`config.mk`:
```
export PLATFORM = sky130hd
export DESIGN_NAME = transmit_sequencer_flat
export DESIGN_NICKNAME = d
export VERILOG_FILES = /design/src/rtl/transmit_sequencer_if.sv /design/src/rtl/transmit_sequencer.sv /design/src/flat_wrapper.sv
export SDC_FILE = /design/constraint.sdc
export NUM_CORES = 1
export LEC_CHECK = 0
export ABC_AREA = 1
export CAP_MARGIN = 20
export CORE_MARGIN = 5
export CORE_UTILIZATION = 41
export DETAILED_ROUTE_END_ITERATION = 8
export PLACE_DENSITY = 0.83
export REMOVE_ABC_BUFFERS = 1
export SYNTH_ARGS = -nofsm -noshare
export SYNTH_HDL_FRONTEND = slang
export SYNTH_SLANG_ARGS = --single-unit
export TNS_END_PERCENT = 20
```
`constraint.sdc`:
```
create_clock -name Clock -period 1.2 [get_ports Clock]
set_input_delay 0.24 -clock Clock [delete_from_list [all_inputs] [get_ports Clock]]
set_output_delay 0.24 -clock Clock [all_outputs]
set_load 0.1 [all_outputs]
```
`src/rtl/transmit_sequencer_if.sv`:
```
// Bus bundle between the transmit sequencer, its message RAM, the UART transmitter
// and the controlling logic. The sequencer uses the master side.
interface transmit_sequencer_if #(
  parameter int DataLength  = 7,
  parameter int AddressBits = 5
);
  logic                   Start;
  logic                   ReadOrWrite;
  logic [AddressBits-1:0] Address;
  logic [DataLength-1:0]  RAMData;
  logic [DataLength-1:0]  TxData;
  logic                   TxValid;
  logic                   TxReady;
  logic                   Busy;
  logic                   Done;
  logic [AddressBits:0]   SentCount;

  modport master (
    input  Start, RAMData, TxReady,
    output ReadOrWrite, Address, TxData, TxValid, Busy, Done, SentCount
  );

  modport slave (
    output Start, RAMData, TxReady,
    input  ReadOrWrite, Address, TxData, TxValid, Busy, Done, SentCount
  );
endinterface

```
`src/rtl/transmit_sequencer.sv`:
```
// Streams a MessageLength-character message from a registered-read RAM to a UART
// transmitter. Optional build macro NULL_STOP_EN ends the message at a zero character.
module transmit_sequencer #(
  parameter int DataLength    = 7,
  parameter int AddressBits   = 5,
  parameter int MessageLength = 21
) (
  input  logic                 Clock,
  input  logic                 Reset,
  transmit_sequencer_if.master bus
);

  typedef enum logic [2:0] {
    IDLE = 3'd0,
    READ = 3'd1,
    WAIT = 3'd2,
    SEND = 3'd3,
    DONE = 3'd4
  } state_t;

  localparam logic [AddressBits-1:0] LastIndex = AddressBits'(MessageLength - 1);
  localparam logic [AddressBits-1:0] IndexOne  = AddressBits'(1'b1);
  localparam logic [AddressBits:0]   CountOne  = (AddressBits + 1)'(1'b1);

  state_t                 state_r;
  state_t                 next_state_s;
  logic [AddressBits-1:0] index_r;
  logic [DataLength-1:0]  tx_data_r;
  logic [AddressBits:0]   sent_count_r;
  logic                   tx_valid_r;
  logic                   busy_r;
  logic                   done_r;
  logic                   tx_valid_s;
  logic                   busy_s;
  logic                   done_s;
  logic                   handshake_s;
  logic                   null_char_s;

  assign handshake_s = (state_r == SEND) && bus.TxReady;

`ifdef NULL_STOP_EN
  assign null_char_s = (bus.RAMData == {DataLength{1'b0}});
`else
  assign null_char_s = 1'b0;
`endif

  // State register.
  always_ff @(posedge Clock) begin
    if (Reset) begin
      state_r <= IDLE;
    end else begin
      state_r <= next_state_s;
    end
  end

  // Next-state logic; Start only matters in IDLE, TxReady only in SEND.
  always_comb begin
    next_state_s = state_r;
    case (state_r)
      IDLE: begin
        if (bus.Start) begin
          next_state_s = READ;
        end else begin
          next_state_s = IDLE;
        end
      end
      READ: begin
        next_state_s = WAIT;
      end
      WAIT: begin
        if (null_char_s) begin
          next_state_s = DONE;
        end else begin
          next_state_s = SEND;
        end
      end
      SEND: begin
        if (!handshake_s) begin
          next_state_s = SEND;
        end else if (index_r == LastIndex) begin
          next_state_s = DONE;
        end else begin
          next_state_s = READ;
        end
      end
      DONE: begin
        next_state_s = IDLE;
      end
      default: begin
        next_state_s = IDLE;
      end
    endcase
  end

  // Output decode from the upcoming state so the status outputs leave a flop.
  always_comb begin
    tx_valid_s = 1'b0;
    busy_s     = 1'b0;
    done_s     = 1'b0;
    case (next_state_s)
      IDLE: begin
        busy_s = 1'b0;
      end
      SEND: begin
        tx_valid_s = 1'b1;
        busy_s     = 1'b1;
      end
      DONE: begin
        done_s = 1'b1;
        busy_s = 1'b1;
      end
      default: begin
        busy_s = 1'b1;
      end
    endcase
  end

  // Status output registers.
  always_ff @(posedge Clock) begin
    if (Reset) begin
      tx_valid_r <= 1'b0;
      busy_r     <= 1'b0;
      done_r     <= 1'b0;
    end else begin
      tx_valid_r <= tx_valid_s;
      busy_r     <= busy_s;
      done_r     <= done_s;
    end
  end

  // Character index, captured character and handshake counter.
  always_ff @(posedge Clock) begin
    if (Reset) begin
      index_r      <= {AddressBits{1'b0}};
      tx_data_r    <= {DataLength{1'b0}};
      sent_count_r <= {(AddressBits + 1){1'b0}};
    end else begin
      case (state_r)
        IDLE: begin
          index_r <= {AddressBits{1'b0}};
          if (bus.Start) begin
            sent_count_r <= {(AddressBits + 1){1'b0}};
          end
        end
        WAIT: begin
          tx_data_r <= bus.RAMData;
        end
        SEND: begin
          if (handshake_s) begin
            sent_count_r <= sent_count_r + CountOne;
            // The last index stays put; DONE clears it.
            if (index_r != LastIndex) begin
              index_r <= index_r + IndexOne;
            end
          end
        end
        DONE: begin
          index_r <= {AddressBits{1'b0}};
        end
        default: begin
          index_r <= index_r;
        end
      endcase
    end
  end

  assign bus.ReadOrWrite = 1'b1;
  assign bus.Address     = index_r;
  assign bus.TxData      = tx_data_r;
  assign bus.TxValid     = tx_valid_r;
  assign bus.Busy        = busy_r;
  assign bus.Done        = done_r;
  assign bus.SentCount   = sent_count_r;

endmodule

```
`src/flat_wrapper.sv`:
```
// flat-port wrapper written by rule: the top's interface ports become plain ports
module transmit_sequencer_flat 
#(
  parameter int DataLength    = 7,
  parameter int AddressBits   = 5,
  parameter int MessageLength = 21
)
  (Clock, Reset, bus_Start, bus_RAMData, bus_TxReady, bus_ReadOrWrite, bus_Address, bus_TxData, bus_TxValid, bus_Busy, bus_Done, bus_SentCount);
  transmit_sequencer_if #(.DataLength(DataLength), .AddressBits(AddressBits)) bus_i ();
  input  logic Clock;
  input  logic Reset;
  input wire logic [$bits(bus_i.Start)-1:0] bus_Start;
  input wire logic [$bits(bus_i.RAMData)-1:0] bus_RAMData;
  input wire logic [$bits(bus_i.TxReady)-1:0] bus_TxReady;
  output wire logic [$bits(bus_i.ReadOrWrite)-1:0] bus_ReadOrWrite;
  output wire logic [$bits(bus_i.Address)-1:0] bus_Address;
  output wire logic [$bits(bus_i.TxData)-1:0] bus_TxData;
  output wire logic [$bits(bus_i.TxValid)-1:0] bus_TxValid;
  output wire logic [$bits(bus_i.Busy)-1:0] bus_Busy;
  output wire logic [$bits(bus_i.Done)-1:0] bus_Done;
  output wire logic [$bits(bus_i.SentCount)-1:0] bus_SentCount;
  assign bus_i.Start = bus_Start;
  assign bus_i.RAMData = bus_RAMData;
  assign bus_i.TxReady = bus_TxReady;
  assign bus_ReadOrWrite = bus_i.ReadOrWrite;
  assign bus_Address = bus_i.Address;
  assign bus_TxData = bus_i.TxData;
  assign bus_TxValid = bus_i.TxValid;
  assign bus_Busy = bus_i.Busy;
  assign bus_Done = bus_i.Done;
  assign bus_SentCount = bus_i.SentCount;
  transmit_sequencer #(.DataLength(DataLength), .AddressBits(AddressBits), .MessageLength(MessageLength)) u_core (.Clock(Clock), .Reset(Reset), .bus(bus_i));
endmodule
```
==> impl_results.md <==
* Status: complete, but fails checks
* Failing checks: setup timing
* Initial Utilization at 0.4197
* Setup Skew at 0.01090 ns
* Peak Freq at 0.7492 GHz
* # fillers at 169
* Sequential fraction of the synthesis area at 0.4224
* Initial antenna violation count at 0
* Vias in the first global route at 1228
* Worst IR Drop VDD at 1.619 mV
* Diodes inserted at 0
* Synth Flop Type: dfxtp_1
* Synth top area share at 0.4224
* Total grt overflow at 0
* Number of max-cap violations at 0
* Yosys cell types at 25
* Maximum number of pins on one net before global-route repair at 15
* Final hold vios at 0
* Layout cells sized above 1 at 0.4977
* Max Root-Sink Buffers at 2
* WL/cell at 14.72 um
* Gr usage total at 0.1717
* First-pass GRT wire length at 5375 um
* WL final at 3591 um
* Setup crit start kind: flip-flop
* Worst setup path category: flip-flop to output port
* CTS sink count at 24
* Slew Viols, Final at 0
* Later-pin clock latency in the skew report at 0.33 ns
* CTS root buf: clkbuf_4
* Pre-CTS setup slack at -0.1556 ns
* Sequential cell area at 508.0 um^2
* Post-synthesis async set-or-reset flop share at 0
* Drt first pass iters at 4
* TritonCTS clock tree: done
* FF+latch count, synth at 24
* P&R area growth vs syn at 86.25%
* Min-delay worst type: flip-flop to flip-flop
* Footprint of the multi-input gates at 644.4 um^2
* Hold_buf cts at 0
* CTS clk-pin slew, worst paths at 0.14 ns
* Number of synthesized flops with an enable pin at 0
* Inst Count DP at 232
* CP endpoint kind: output port
* Die area at 3928 um^2
* Vias at 1257
* I/O Buffers at 31
* Final net count at 228
* Die span in x at 62.67 um
* CP cell instances: buf_6 -> buf_4 -> buf_12
* Post-route setup slack at -0.1348 ns
* RePlAce Congestion at 0.8908
* Mapped cell area at 1137 um^2
* Num CTS Buffers at 3
* Core area at 2710 um^2
* Placed wire-length estimate at 2226 um
* CP max-delay cell: dfxtp_2
* Data required, critical path at 0.96 ns
* Area leader, netlist: dfxtp_1
* DRT antenna net count at 0
* Yosys Warn Count at 0
* Number of remaining DRC errors at 0
* RSZ-0062 raised after global routing: true
* Cell area power density at 1295 nW/um^2
* Static leakage at 0.9195 nW
* Gate Count Post-Synth at 151
* Largest fanout on the critical path at 4
* I/O pins at 33
* # H-tree levels at 1
* Layout Cells excl Fill at 244
* Tcrit/Tclk final at 1.112
* 1st-iter DRT viols at 33
* Count of final setup violators at 11
* Minimum clock period at 1.335 ns
* Synth top area cells: dfxtp_1, nand2_1, inv_1
* Worst path max stage delay at 0.36 ns
* DIE HEIGHT at 62.67 um
* Mean Syn Cell Area at 7.532 um^2
* Routed vias/inst at 5.152
* # rows at 19
* WP data arrival at 1.09 ns
[sequential cells by signal (all words and copies together), names as in the netlist]
register	flops
u_core.bus.TxValid	1
u_core.bus.Busy	1
u_core.bus.Address	5
u_core.bus.SentCount	6
u_core.bus.Done	1
u_core.state_r	3
u_core.bus.TxData	7
[cell families (layout without fill, tap and decap cells)]
group / after synthesis / after routing / share of synthesized area
and+or+nand+nor: 67 / 67 / 0.3124
other: 1 / 1 / 0.003297
adders and majority gates: 3 / 3 / 0.03301
DFF: 24 / 24 / 0.4224
xor gates and xnor gates: 2 / 2 / 0.01540
AOI/OAI and AO/OA: 27 / 27 / 0.1188
buffers and inverters: 27 / 89 / 0.09461
[synth_stat cells (2+ instances only)]
cell type / count
nand3_2: 2
nor2_1: 14
nand4_1: 4
ha_1: 3
a21oi_1: 16
nand2_2: 2
dfxtp_1: 24
nand2_1: 24
nor2_4: 2
o21ai_0: 11
nand2_4: 2
buf_2: 2
nand3b_1: 2
nand3_1: 10
inv_1: 23
[where the power goes]
part / switching (mW) / internal, mW
clock network: 0.262 / 0.338
registers: 0.0721 / 0.864
logic: 0.731 / 0.476
[cells in the final DEF (no fill, tap or decap), drive strengths merged]
master and instances:
a21oi 16, and3 1, buf 52, bufinv 1
clkbuf 3, clkdlybuf4s50 10, conb 1, dfxtp 24
ha 3, inv 23, nand2 28, nand3 13
nand3b 2, nand4 4, nor2 16, nor3 2
nor4 1, o21ai 11, xnor2 1, xor2 1
[path summary, 6_finish.rpt]
| path | slack, ns | depth (start not counted) | end | startpoint |
|---|---|---|---|---|
| setup / recovery | -0.13 | 3 | bus_Address[1] | u_core.bus.Address[1] |
| hold / removal | 0.49 | 2 | u_core.bus.TxData[2] | u_core.bus.TxData[2] |
| setup reg to reg | -0.12 | 6 | u_core.bus.Address[2] | u_core.bus.Address[1] |
| hold reg to reg | 0.49 | 2 | u_core.bus.TxData[2] | u_core.bus.TxData[2] |
[routing by layer]
layer	track usage	routed length (um)
met1	0.1817	1482
met2	0.3018	1754
met3	0.03417	212
met4	0.1167	141
met5	0	0
[final cells by class]
class | count | area share
Tap cell | 31 | 0.01831
Timing Repair Buffer | 62 | 0.3721
Multi-Input combinational cell | 100 | 0.3042
Inverter | 23 | 0.04076
Sequential cell | 24 | 0.2398
Clock buffer | 3 | 0.01063
Clock inverter | 1 | 0.01418
[worst max-delay path: cells and delay by family (launching register included)]
family / cells / cell delay, ns
buffers and inverters: 3 / 0.41
DFF: 1 / 0.36
[through the flow]
stage	power, mW	TNS, ns	util	hold WS, ns	cell area (um^2)
floorplan	1.549	-9.183	-	0.3091	1116
CTS	2.638	-0.1384	0.7405	0.4943	2007
global route	2.839	-1.557	0.7816	0.5056	2118
global placement	1.975	-2.161	0.6819	0.4663	1848
detailed placement	1.993	-2.489	0.6819	0.4750	1848
finish	2.744	-0.6788	0.7816	0.4881	2118
[what timing repair did]
item	in CTS	in global routing
setup endpoints to repair	20	29
pin swaps	5	14
resized for setup	35	32
cloned	0	1
setup buffers	2	5
No activity file was read; power rests on OpenSTA's default activity.
